`src/rtl/driver_pkg.sv`:
```
// Shared definitions for the driver read scheduler: FSM state type,
// timeout/error constants and the round-robin search helper.
package driver_pkg;

    typedef enum logic [1:0] {IDLE, ISSUE, WAIT, RESP} sched_state_t;

    localparam int          SCHED_TIMEOUT_DEF = 1024;
    localparam logic [31:0] SCHED_ERR_DATA    = 32'h0;
    localparam int          RR_MAX            = 8;

    typedef struct packed {
        logic       found;
        logic [2:0] idx;
    } rr_pick_t;

    // First set bit at or above ptr, wrapping at n-1 by explicit compare so
    // non-power-of-two requester counts never alias onto unused slots.
    function automatic rr_pick_t next_rr(input logic [RR_MAX-1:0] req,
                                         input logic [2:0]        ptr,
                                         input int                n);
        rr_pick_t   r;
        logic [2:0] c;
        r = '0;
        c = ptr;
        for (int k = 0; k < RR_MAX; k++) begin
            if (k < n && !r.found && req[c]) begin
                r.found = 1'b1;
                r.idx   = c;
            end
            c = (c == 3'(n - 1)) ? 3'd0 : c + 3'd1;
        end
        return r;
    endfunction

endpackage

```
`src/rtl/driver_rr_arb.sv`:
```
// Combinational round-robin pick over the eligible requesters.
module driver_rr_arb
    import driver_pkg::*;
#(
    parameter int NUM_REQ = 4,
    parameter int PTR_W   = 2
) (
    input  logic [NUM_REQ-1:0] eligible,
    input  logic [PTR_W-1:0]   rr_ptr,
    output logic [PTR_W-1:0]   gnt_idx,
    output logic               gnt_found
);

    rr_pick_t pick;

    always_comb begin
        pick      = next_rr(RR_MAX'(eligible), 3'(rr_ptr), NUM_REQ);
        gnt_idx   = PTR_W'(pick.idx);
        gnt_found = pick.found;
    end

endmodule

```
`src/rtl/driver_rd_sched.sv`:
```
// Round-robin sharing of the driver_dp master read port, one read in flight.
// Optional WAIT timeout with error completion under DRIVER_SCHED_TIMEOUT_EN.
module driver_rd_sched
    import driver_pkg::*;
#(
    parameter int NUM_REQ        = 4,
    parameter int ADDR_W         = 32,
    parameter int DATA_W         = 32,
    parameter int TIMEOUT_CYCLES = SCHED_TIMEOUT_DEF
) (
    input  logic                      clk,
    input  logic                      reset,
    input  logic                      sched_en,
    input  logic [NUM_REQ-1:0]        req,
    input  logic [NUM_REQ*ADDR_W-1:0] req_addr,
    output logic [NUM_REQ-1:0]        rsp_val,
    output logic [DATA_W-1:0]         rsp_data,
    output logic                      rsp_err,
    output logic [ADDR_W-1:0]         master_addr,
    output logic                      master_rd,
    input  logic [DATA_W-1:0]         master_data_in,
    input  logic                      master_data_in_val,
    output logic                      busy,
    output logic                      stray_data
);

    localparam int                PTR_W    = (NUM_REQ > 1) ? $clog2(NUM_REQ) : 1;
    localparam logic [PTR_W-1:0]  LAST_IDX = PTR_W'(NUM_REQ - 1);
    localparam logic [15:0]       TMO_LAST = 16'(TIMEOUT_CYCLES - 1);

    sched_state_t        state_q, state_d;
    logic [PTR_W-1:0]    rr_ptr_q, rr_ptr_d;
    logic [PTR_W-1:0]    gnt_q, gnt_d;
    logic [NUM_REQ-1:0]  served_q, served_d;
    logic [ADDR_W-1:0]   addr_q, addr_d;
    logic [DATA_W-1:0]   data_q, data_d;
    logic                stray_q, stray_d;
    logic [NUM_REQ-1:0]  eligible, gnt_oh;
    logic [PTR_W-1:0]    arb_idx;
    logic                arb_found;
    logic                tmo_hit;

    assign eligible = req & ~served_q;
    assign gnt_oh   = NUM_REQ'(1) << gnt_q;

    driver_rr_arb #(.NUM_REQ(NUM_REQ), .PTR_W(PTR_W)) u_arb (
        .eligible  (eligible),
        .rr_ptr    (rr_ptr_q),
        .gnt_idx   (arb_idx),
        .gnt_found (arb_found)
    );

`ifdef DRIVER_SCHED_TIMEOUT_EN
    logic [15:0] cnt_q, cnt_d;
    logic        err_q, err_d;
    assign tmo_hit = (cnt_q == TMO_LAST);

    always_ff @(posedge clk or negedge reset) begin
        if (!reset) begin
            cnt_q <= '0;
            err_q <= 1'b0;
        end else begin
            cnt_q <= cnt_d;
            err_q <= err_d;
        end
    end

    always_comb begin
        cnt_d = cnt_q;
        err_d = err_q;
        if (state_q == ISSUE) begin
            cnt_d = '0;
            err_d = 1'b0;
        end else if (state_q == WAIT) begin
            cnt_d = cnt_q + 16'd1;
            err_d = !master_data_in_val && tmo_hit;
        end
    end

    assign rsp_err = (state_q == RESP) && err_q;
`else
    logic tmo_unused;
    assign tmo_unused = ^TMO_LAST;
    assign tmo_hit    = 1'b0;
    assign rsp_err    = 1'b0;
`endif

    always_ff @(posedge clk or negedge reset) begin
        if (!reset) begin
            state_q  <= IDLE;
            rr_ptr_q <= '0;
            gnt_q    <= '0;
            served_q <= '0;
            addr_q   <= '0;
            data_q   <= '0;
            stray_q  <= 1'b0;
        end else begin
            state_q  <= state_d;
            rr_ptr_q <= rr_ptr_d;
            gnt_q    <= gnt_d;
            served_q <= served_d;
            addr_q   <= addr_d;
            data_q   <= data_d;
            stray_q  <= stray_d;
        end
    end

    always_comb begin
        state_d = state_q;
        case (state_q)
            IDLE:    if (sched_en && arb_found) state_d = ISSUE;
            ISSUE:   state_d = WAIT;
            WAIT:    if (master_data_in_val || tmo_hit) state_d = RESP;
            RESP:    state_d = IDLE;
            default: state_d = IDLE;
        endcase
    end

    always_comb begin
        rr_ptr_d = rr_ptr_q;
        gnt_d    = gnt_q;
        served_d = served_q;
        addr_d   = addr_q;
        data_d   = data_q;
        // Any return outside WAIT has no owner; remember it until reset.
        stray_d  = stray_q || (master_data_in_val && state_q != WAIT);
        case (state_q)
            IDLE: begin
                served_d = '0;
                if (sched_en && arb_found) begin
                    gnt_d  = arb_idx;
                    addr_d = req_addr[arb_idx*ADDR_W +: ADDR_W];
                end
            end
            WAIT: begin
                if (master_data_in_val) data_d = master_data_in;
                else if (tmo_hit)       data_d = DATA_W'(SCHED_ERR_DATA);
            end
            RESP: begin
                rr_ptr_d = (gnt_q == LAST_IDX) ? '0 : gnt_q + 1'b1;
                served_d = gnt_oh;
            end
            default: ;
        endcase
    end

    always_comb begin
        rsp_val     = (state_q == RESP) ? gnt_oh : '0;
        rsp_data    = (state_q == RESP) ? data_q : '0;
        master_rd   = (state_q == ISSUE);
        master_addr = addr_q;
        busy        = (state_q != IDLE);
        stray_data  = stray_q;
    end

endmodule
```
`config.mk`:
```
export PLATFORM = sky130hd
export DESIGN_NAME = driver_rd_sched
export DESIGN_NICKNAME = d
export VERILOG_FILES = /design/src/rtl/driver_pkg.sv /design/src/rtl/driver_rr_arb.sv /design/src/rtl/driver_rd_sched.sv
export SDC_FILE = /design/constraint.sdc
export NUM_CORES = 1
export LEC_CHECK = 0
export ABC_AREA = 1
export BUFFER_PORTS_ARGS = -buffer_cell sky130_fd_sc_hd__buf_2
export CAP_MARGIN = 20
export CORE_MARGIN = 4
export CORE_UTILIZATION = 45
export DETAILED_ROUTE_END_ITERATION = 10
export PLACE_DENSITY = 0.77
export SETUP_SLACK_MARGIN = 0.4
export SYNTH_ARGS = -nofsm -noshare
export SYNTH_HDL_FRONTEND = slang
export SYNTH_SLANG_ARGS = --single-unit
```
`constraint.sdc`:
```
create_clock -name clk -period 6.1 [get_ports clk]
set_clock_uncertainty 0.05 [all_clocks]
set_input_delay 0.305 -clock clk [delete_from_list [all_inputs] [get_ports clk]]
set_output_delay 0.305 -clock clk [all_outputs]
set_load 0.05 [all_outputs]
```
==> results.sh, run 1 <==
export IMPL_nets=1179
export IMPL_clockBufferDepth=2
export IMPL_fillCellCount=1136
export IMPL_grt_first_pass_wirelength_um=26800
export IMPL_required_ps=6330
export IMPL_maxCapViolCount=0
export IMPL_hold_class="input pin to asynchronous set/reset pin"
export IMPL_startpoint="rr_ptr_q[0]$_DFFE_PN0P_"
export IMPL_die_width_um=117
export IMPL_clk_pin_slew_ps=70
export IMPL_die_area_um2=13800
export IMPL_totalWireLength_um=16600
export IMPL_cp_max_fo=65
export IMPL_timing_fmax_mhz=295
export IMPL_design_area_um2=6810
export IMPL_vias=5623
export IMPL_track_usage_pct=23.6
export IMPL_worst_pin_slew_ps=966
export IMPL_placed_area_um2=6490
export IMPL_ys_seq_elements=75
export IMPL_die_height_um=117
export IMPL_multi_input_area_um2=2500
export IMPL_final_cell_mix="237 x buf_2, 229 x nand2_1, 179 x inv_1"
export IMPL_initial_core_util_pct=46.6
export IMPL_detail_route_wl_per_cell_um=14.4
export IMPL_syn_num_nets=967
export IMPL_place_hpwl_um=12100
export IMPL_syn_inst=789
export IMPL_final_common_cell="buf_2"
export IMPL_cts_buffers=9
export IMPL_register_area_um2=1880
export IMPL_drt_iter0_drc=463
export IMPL_grt_ovfl_total=0
export IMPL_path_class="register to register"
export IMPL_cts_root_buf="clkbuf_16"
export IMPL_synth_seq_area_share_pct=34.8
export IMPL_critPathMaxStageDelay_ps=610
export IMPL_drv_slew=0
export IMPL_rows=39
export IMPL_cp_buffers_inverters=1
export IMPL_synth_async_reset_ratio_pct=100
export IMPL_holdBufCountCts=0
export IMPL_drc=0
export IMPL_status="completed"
export IMPL_cts_tree="yes"
export IMPL_fin_tns_setup_ps=0
export IMPL_drt_pass1_iter_count=5
export IMPL_port_buffers=238
export IMPL_ys_types=28
export IMPL_end_kind="register"
export IMPL_setup_ws_ps=2710
export IMPL_top_usage_layer="met2"
export IMPL_synth_edff_count=0
export IMPL_cp_cell_sequence="ha_1 > nor2_2 > nand2_1 > nand3_2 > nand2_4 > nor2_8 > nand3_1 > nand2_2 > buf_4 > nand2_2 > nand2_1 > nand3_1 > nand2_1 > nand2_1 > nand2_1"
export IMPL_worst_setup_path_start_kind="register"
export IMPL_gp_congestion=0.977
export IMPL_critPathTopFamily="simple AND/OR/NAND/NOR gates"
export IMPL_clk_latency_ps=330
export IMPL_finalSetupViolCount=0
export IMPL_use_met3_pct=7.03
export IMPL_antenna_found_initial=3
export IMPL_cts_resized=0
export IMPL_worstSetupPathDepth=15
export IMPL_layout_min_cycle_time_ps=3390
export IMPL_synth_ff_type="dfrtp_1"
export IMPL_yosys_warnings=0
export IMPL_dp_slack_ps=2720
export IMPL_netlist_area_um2=5390
export IMPL_grt_max_degree=76
export IMPL_h_tree_depth=3
export IMPL_cts_setup_buffers=0
export IMPL_relSlewSlack_pct=35.6
export IMPL_grt_use_met1_pct=28.0
export IMPL_r2r_start="rr_ptr_q[0]$_DFFE_PN0P_"
export IMPL_finalCritPeriodShare_pct=55.6
export IMPL_design_core_area_um2=11600
export IMPL_avgSynthCellArea_um2=6.83
export IMPL_grt_pass1_vias=5463
export IMPL_critPathArrivalTime_ps=3620
export IMPL_hold_violations=0
export IMPL_rsz0062_at_grt="false"
export IMPL_io_pins=240
export IMPL_gr_usage_met2_pct=39.9
export IMPL_syn_to_final_growth_pct=26.4
export IMPL_postRouteAntennaNets=0
export IMPL_slowest_stage="nand2_2"
export IMPL_layout_drive_gt1_share_pct=31.8
export IMPL_avgViaCountPerCell=4.89
export IMPL_r2r_cells=15
export IMPL_cts_sinks=75
export IMPL_crit_top_cell="nand2_1"
layer usage:
metal,wire length [um],share of wire [%]
met2,7980,48
met1,6580,40
met3,1550,9.3
met4,504,3.0
met5,7,0.042
flip-flops by register name (all words and copies together), names as in the netlist:
| register | count |
|---|---|
| served_q | 4 |
| state_q | 2 |
| gnt_q | 2 |
| rr_ptr_q | 2 |
| master_addr | 32 |
| stray_data | 1 |
| data_q | 32 |
cell usage after synthesis, types with 2 or more instances:
| cell | number | area [um2] |
|---|---|---|
| buf_6 | 11 | 124 |
| inv_2 | 5 | 18.8 |
| inv_1 | 179 | 672 |
| nand3_1 | 172 | 861 |
| nand2_2 | 6 | 37.5 |
| ha_1 | 10 | 125 |
| mux2_2 | 32 | 360 |
| buf_1 | 3 | 11.3 |
| buf_2 | 18 | 90.1 |
| nor2_1 | 6 | 22.5 |
| dfrtp_1 | 75 | 1880 |
| nand2_4 | 2 | 22.5 |
| nand3_2 | 6 | 60.1 |
| nor2_2 | 2 | 12.5 |
| nand2_1 | 230 | 863 |
| clkbuf_1 | 5 | 18.8 |
| buf_4 | 3 | 22.5 |
| o21ai_0 | 10 | 50.1 |
| clkbuf_8 | 4 | 55.1 |
| o21ai_2 | 2 | 17.5 |
worst paths after layout:
path | endpoint | slack, ps
min in group clk | data_q[7]$_DFFE_PN0P_ | 150
min | master_addr[7]$_DFFE_PN0P_ | 70
max in group asynchronous | data_q[13]$_DFFE_PN0P_ | 5300
max reg2reg | master_addr[15]$_DFFE_PN0P_ | 2710
min reg2reg | stray_data$_DFF_PN0_ | 410
max | master_addr[15]$_DFFE_PN0P_ | 2710
kinds of logic (layout without fill, tap and decap cells):
logic type,Yosys count,in the layout,synth area share [%]
compound gates,16,16,1.74
fa+ha+maj,10,10,2.32
buf+inv,228,445,18.8
flops,75,75,34.8
mux,32,32,6.69
other cells,1,3,0.0696
simple gates,427,427,35.6
cell type report:
class	instances	area share, %
sequential	75	27.5
timing repair buffer	245	18.3
inverter	184	10.1
multi-input combinational	486	36.7
tap	143	2.63
clock inverter	6	1.08
clock buffer	10	3.51
antenna	2	0.0735
through the flow:
step                utilization [%]  hold WS [ps]  cells
finish                         58.9          66.3   1151
CTS                            58.9           124   1149
global route                   58.9           148   1151
detailed placement             56.2           394   1133
global placement               56.2           391   1133
floorplan                         -         -40.6    789
Power of run 1 is not shown: default switching activity piles up to over one toggle a cycle in this logic, so the estimate is an artifact.
==> run 2: changes to the inputs <==
--- a/config.mk
+++ b/config.mk
@@ -5,11 +5,11 @@
 export SDC_FILE = /design/constraint.sdc
 export NUM_CORES = 1
 export LEC_CHECK = 0
-export ABC_AREA = 1
+export ABC_AREA = 0
 export BUFFER_PORTS_ARGS = -buffer_cell sky130_fd_sc_hd__buf_2
 export CAP_MARGIN = 20
 export CORE_MARGIN = 4
-export CORE_UTILIZATION = 45
+export CORE_UTILIZATION = 41
 export DETAILED_ROUTE_END_ITERATION = 10
 export PLACE_DENSITY = 0.77
 export SETUP_SLACK_MARGIN = 0.4
==> constraint.sdc (replaced) <==
create_clock -name clk -period 3.07 [get_ports clk]
set_clock_uncertainty 0.05 [all_clocks]
set_input_delay 0.1535 -clock clk [delete_from_list [all_inputs] [get_ports clk]]
set_output_delay 0.1535 -clock clk [all_outputs]
set_load 0.05 [all_outputs]
==> run 2 against run 1 <==
Register-to-register slack worse by 2400 ps. Non-clock buffer count up 60. Wire length down 6.7%. Core utilization up 9.4 points. Synthesized cell count down 53%. Flip-flop and latch count unchanged. Count of clock-buffer cells in the layout up 2. Worst hold slack worse by 51 ps. Sequential share of layout area down 1.2 points. Highest routed layer is now met4.
==> results.sh, run 2 <==
export IMPL_gp_congestion=0.933
export IMPL_pwr_share_seq_pct=17.1
export IMPL_synth_seq_area_share_pct=42.6
export IMPL_path_class="register to register"
export IMPL_place_detailed_instances=733
export IMPL_syn_num_nets=552
export IMPL_placed_area_um2=5740
export IMPL_cts_buffers=9
export IMPL_netlist_area_um2=4410
export IMPL_drt_iter0_drc=204
export IMPL_drt_pass1_iter_count=5
export IMPL_totalWireLength_um=15500
export IMPL_clk_latency_ps=340
export IMPL_critPathArrivalTime_ps=2940
export IMPL_hold_class="input pin to register"
export IMPL_syn_to_final_growth_pct=61.2
export IMPL_detail_route_wl_per_cell_um=19.2
export IMPL_grt_max_degree=76
export IMPL_clockBufferDepth=2
export IMPL_initial_core_util_pct=42.3
export IMPL_nets=843
export IMPL_rsz0062_at_grt="true"
export IMPL_layout_drive_gt1_share_pct=60.3
export IMPL_startpoint="rr_ptr_q[0]$_DFFE_PN0P_"
export IMPL_end_kind="register"
export IMPL_syn_inst=374
export IMPL_fin_tns_setup_ps=0
export IMPL_peakVddDrop_v=0.000964
export IMPL_insertedDiodeCount=0
export IMPL_fin_worst_hold_slack_ps=15.6
export IMPL_die_height_um=112
export IMPL_fin_util_pct=68.3
export IMPL_die_area_um2=12500
export IMPL_r2r_start="rr_ptr_q[0]$_DFFE_PN0P_"
export IMPL_synth_ff_type="dfrtp_1"
export IMPL_synth_largest_area_cell="dfrtp_1"
export IMPL_cts_tree="yes"
export IMPL_track_usage_pct=22.8
export IMPL_final_common_cell="buf_2"
export IMPL_timing_fmax_mhz=360
export IMPL_cp_endpoint="master_addr[0]$_DFFE_PN0P_"
export IMPL_place_hpwl_um=9800
export IMPL_cp_max_fo=8
export IMPL_postRouteAntennaNets=0
export IMPL_grt_ovfl_total=0
export IMPL_grt_pass1_vias=4544
export IMPL_clk_pin_slew_ps=70
export IMPL_worst_setup_path_start_kind="register"
export IMPL_cts_sinks=75
export IMPL_dp_slack_ps=143
export IMPL_grt_first_pass_wirelength_um=22900
export IMPL_final_cells=806
export IMPL_pwr_density_cell_nw_per_um2=1420
export IMPL_yosys_warnings=0
export IMPL_maxCapViolCount=0
export IMPL_drc=0
export IMPL_clock_power_share_pct=8.1
export IMPL_p_int_mw=5.52
export IMPL_finalCritPeriodShare_pct=90.5
export IMPL_ys_types=33
export IMPL_io_pins=240
export IMPL_netlist_top_cells_count="75 x dfrtp_1, 66 x mux2i_1, 39 x nand2_1"
export IMPL_worst_pin_slew_ps=962
export IMPL_design_core_area_um2=10400
export IMPL_drv_slew=0
export IMPL_layout_min_cycle_time_ps=2780
export IMPL_rows=37
export IMPL_cts_root_buf="clkbuf_8"
export IMPL_required_ps=3230
export IMPL_antenna_found_initial=0
export IMPL_setup_ws_ps=292
export IMPL_p_sw_mw=4.61
export IMPL_r2r_slack_ps=290
export IMPL_vias=4236
export IMPL_status="completed"
export IMPL_yosysMostFrequentCell="dfrtp_1"
export IMPL_yosysTopAreaCellShare_pct=42.6
export IMPL_ys_seq_elements=75
export IMPL_port_buffers=238
export IMPL_relSlewSlack_pct=35.9
export IMPL_power_leakage_nw=3.47
export IMPL_synth_async_reset_ratio_pct=100
export IMPL_final_cell_mix="237 x buf_2, 75 x dfrtp_1, 39 x nand2_1"
export IMPL_yosys_top_cells_area="dfrtp_1 43%, mux2i_1 15%, mux2_2 9.7%, o221ai_2 6.8%, and2_1 5.1%"
export IMPL_avgViaCountPerCell=5.26
export IMPL_comb_power_share_pct=74.9
export IMPL_h_tree_depth=3
export IMPL_p_sw_share_pct=45.5
export IMPL_r2r_cells=10
export IMPL_synth_edff_count=0
export IMPL_avgSynthCellArea_um2=11.8
export IMPL_die_width_um=112
export IMPL_fillCellCount=767
export IMPL_finalSetupViolCount=0
export IMPL_reg2reg_to="master_addr[0]$_DFFE_PN0P_"
export IMPL_hold_violations=0
export IMPL_design_area_um2=7110
export IMPL_total_power_mw=10.1
-- run 2: layout make-up --
class / instances / area [um2] / area share [%]
Multi-Input combinational cell: 266 / 2740 / 38.6
Timing Repair Buffer: 305 / 2080 / 29.2
Clock buffer: 12 / 165 / 2.32
Sequential cell: 75 / 1880 / 26.4
Inverter: 8 / 30.0 / 0.422
Clock inverter: 4 / 47.5 / 0.669
Tap cell: 136 / 170 / 2.39
-- run 2: power by group through the flow --
stage	clock network (mW)	registers (mW)	logic, mW
finish	0.816	1.73	7.58
global route	0.873	1.78	7.96
CTS	0.830	1.72	6.45
detailed placement	0	1.72	5.19
global placement	0	1.71	5.08
floorplan	0	2.35	3.49
-- run 2: logic make-up (layout without fill, tap and decap cells) --
kind of cell    Yosys count  after routing  share of synthesized area (%)
other cells               1              1                         0.0850
fa+ha+maj                10             10                           2.84
buf+inv                  35            329                           5.11
simple gates            101            101                           11.9
flops                    75             75                           42.6
mux                     107            107                           26.2
compound gates           45             47                           11.3
-- run 2: repair_timing --
| action | in CTS | in global routing |
|---|---|---|
| buffers inserted | 11 | 4 |
| gates resized for setup | 36 | 57 |
| endpoints found under the setup margin | 34 | 34 |
| hold buffers | 30 | 1 |
| gates cloned | 8 | 3 |
| endpoints found under the hold margin | 104 | 1 |
| pin swaps | 1 | 22 |
-- run 2: worst min-delay path by stage --
stage,start,to,slack [ps],cells past startpoint
floorplan,reset,data_q[0]$_DFFE_PN0P_,-190,0
global route,master_data_in[31],data_q[31]$_DFFE_PN0P_,0.3,2
CTS,master_data_in[8],data_q[8]$_DFFE_PN0P_,0.2,2
global placement,reset,data_q[12]$_DFFE_PN0P_,310,1
finish,master_data_in[8],data_q[8]$_DFFE_PN0P_,20,2
detailed placement,reset,data_q[13]$_DFFE_PN0P_,320,1
-- run 2: critical path, cell delays in order (launching register included) --
cell and delay (ps):
dfrtp_1 430, buf_6 160, or2_4 250, mux4_2 500
nor4_4 340, nor3_2 80, buf_4 170, buf_12 160
buf_12 150, mux2i_1 220, o221ai_2 140
-- run 2: routing by layer --
metal	vias up	track usage [%]	wire length, um
met3	35	4.24	864
li1	1938	-	-
met5	-	0	0
met2	167	42.5	8670
met1	2096	25.8	5500
met4	0	8.19	473
No activity file was read; power rests on OpenSTA's default activity.
==> run 3: changes to the inputs <==
--- a/config.mk
+++ b/config.mk
@@ -11,7 +11,8 @@
 export CORE_MARGIN = 4
 export CORE_UTILIZATION = 41
 export DETAILED_ROUTE_END_ITERATION = 10
-export PLACE_DENSITY = 0.77
+export PLACE_DENSITY = 0.74
+export RECOVER_POWER = 100
 export SETUP_SLACK_MARGIN = 0.4
 export SYNTH_ARGS = -nofsm -noshare
 export SYNTH_HDL_FRONTEND = slang
==> run 3 against run 2 <==
Largest power group unchanged. Critical endpoint is now master_addr[13]$_DFFE_PN0P_. Power shrank 13%. Fmax down 0.79%. Combinational power fell by 19%. The run now ends with max-capacitance violations, max-slew violations left.
==> results.sh, run 3 (synthesis gave the netlist of run 2 again) <==
export IMPL_layout_drive_gt1_share_pct=50.5
export IMPL_grt_ovfl_total=0
export IMPL_grt_pass1_vias=4485
export IMPL_r2r_slack_ps=270
export IMPL_rsz0062_at_grt="true"
export IMPL_slowest_stage="or4_1"
export IMPL_pwr_density_cell_nw_per_um2=1330
export IMPL_totalWireLength_um=14100
export IMPL_fin_worst_hold_slack_ps=50.5
export IMPL_cts_root_buf="clkbuf_8"
export IMPL_h_tree_depth=3
export IMPL_fin_tns_setup_ps=0
export IMPL_insertedDiodeCount=0
export IMPL_cp_max_fo=8
export IMPL_path_class="register to register"
export IMPL_top_layer_used="met4"
export IMPL_critPathArrivalTime_ps=2960
export IMPL_cp_cell_sequence="ha_1 > or2_4 > mux4_2 > or4_1 > nand3_4 > o21bai_2 > buf_12 > buf_16 > o221ai_1"
export IMPL_place_hpwl_um=10100
export IMPL_die_area_um2=12500
export IMPL_port_buffers=238
export IMPL_clk_pin_slew_ps=90
export IMPL_design_core_area_um2=10400
export IMPL_avgViaCountPerCell=5.08
export IMPL_end_kind="register"
export IMPL_cts_sinks=75
export IMPL_grt_max_degree=76
export IMPL_drt_iter0_drc=179
export IMPL_final_cell_mix="167 x buf_2, 75 x dfrtp_1, 40 x clkbuf_1"
export IMPL_register_area_um2=1880
export IMPL_die_width_um=112
export IMPL_violations="max-capacitance violations, max-slew violations"
export IMPL_cp_buffers_inverters=2
export IMPL_peakVddDrop_v=0.000933
export IMPL_track_usage_pct=21.5
export IMPL_wl_met2_um=7570
export IMPL_gp_congestion=0.890
export IMPL_critPathMaxStageDelay_ps=500
export IMPL_relSlewSlack_pct=-24.3
export IMPL_worst_setup_path_start_kind="register"
export IMPL_worst_pin_slew_ps=1860
export IMPL_cts_tree="yes"
export IMPL_clk_latency_ps=340
export IMPL_drt_pass1_iter_count=4
export IMPL_hold_class="input pin to register"
export IMPL_nets=833
export IMPL_vias=4046
export IMPL_status="finished with violations"
export IMPL_syn_to_final_growth_pct=50.7
export IMPL_drv_slew=76
export IMPL_wl_met1_um=5330
export IMPL_finalCritPeriodShare_pct=91.2
export IMPL_detail_route_wl_per_cell_um=17.7
export IMPL_fillCellCount=848
export IMPL_finalSetupViolCount=0
export IMPL_wl_met3_um=704
export IMPL_final_common_cell="buf_2"
export IMPL_required_ps=3230
export IMPL_drc=0
export IMPL_grt_first_pass_wirelength_um=21800
export IMPL_die_height_um=112
export IMPL_power_leakage_nw=3.22
export IMPL_rows=37
export IMPL_maxCapViolCount=1
export IMPL_initial_core_util_pct=42.3
export IMPL_multi_input_area_um2=2460
export IMPL_hold_violations=0
export IMPL_layout_min_cycle_time_ps=2800
export IMPL_critPathTopFamily="simple AND/OR/NAND/NOR gates"
export IMPL_postRouteAntennaNets=0
export IMPL_antenna_found_initial=0
export IMPL_timing_fmax_mhz=357
export IMPL_io_pins=240
export IMPL_clockBufferDepth=2
export IMPL_cts_buffers=9
==> run 3: cell count changes in the layout (fill, tap and decap cells not counted), sizes merged <==
cell         change
clkinv           -1
dlygate4sd3      +3
bufinv           +2
o21bai           -2
buf             -82
clkbuf          +69
inv              +1
==> run 3: repair_timing <==
item	in CTS	in global routing
pin swaps	7	12
hold buffers	34	0
endpoints found under the setup margin	32	32
endpoints found under the hold margin	108	0
resized for setup	37	27
gates cloned	3	1
buffers inserted	8	1
==> run 3: per-layer routing <==
metal,GRT usage [%],up-vias
li1,-,1906
met1,24.6,1964
met2,38.8,138
met3,4.02,38
met4,9.41,0
met5,0,-
==> run 3: cell type report <==
cell class                      count  area share, %
Timing Repair Buffer              297           28.0
Clock buffer                       10           2.07
Clock inverter                      6           1.68
Inverter                            8          0.452
Multi-Input combinational cell    264           37.0
Sequential cell                    75           28.2
Tap cell                          136           2.56
==> run 3: tightest hold or removal path: cells and delay by family <==
kind / cells / cell delay [ps]
AO/OA/AOI/OAI: 1 / 110
buffers and inverters: 1 / 80
multiplexers: 1 / 60
==> run 3: where the power goes <==
group          leakage (nW)  internal (mW)  total (mW)  switching (mW)
Clock                 0.123          0.564       0.944           0.380
Combinational          2.18           2.66        6.15            3.48
Sequential            0.915           1.47        1.74           0.270
Total                  3.22           4.69        8.83            4.13
==> run 3: path summary, 6_finish.rpt <==
| kind | from | endpoint | cells after the start |
|---|---|---|---|
| min in group asynchronous | reset | data_q[18]$_DFFE_PN0P_ | 2 |
| worst min-delay path | req_addr[12] | master_addr[12]$_DFFE_PN0P_ | 3 |
| worst min register to register | stray_data$_DFF_PN0_ | stray_data$_DFF_PN0_ | 1 |
| worst max register to register | rr_ptr_q[1]$_DFFE_PN0P_ | master_addr[13]$_DFFE_PN0P_ | 9 |
| max in group asynchronous | reset | rr_ptr_q[1]$_DFFE_PN0P_ | 2 |
| worst max-delay path | rr_ptr_q[1]$_DFFE_PN0P_ | master_addr[13]$_DFFE_PN0P_ | 9 |
==> run 3: stage by stage <==
step	utilization (%)	setup slack, ps	instances	total power [mW]	cell area (um2)
after global placement	55.1	251	733	6.81	5740
after floorplan	-	403	374	5.84	4440
final	63.8	270	796	8.83	6650
after global routing	63.8	149	796	9.27	6650
after CTS	63.7	336	794	8.65	6640
after detailed placement	55.1	114	733	6.96	5740
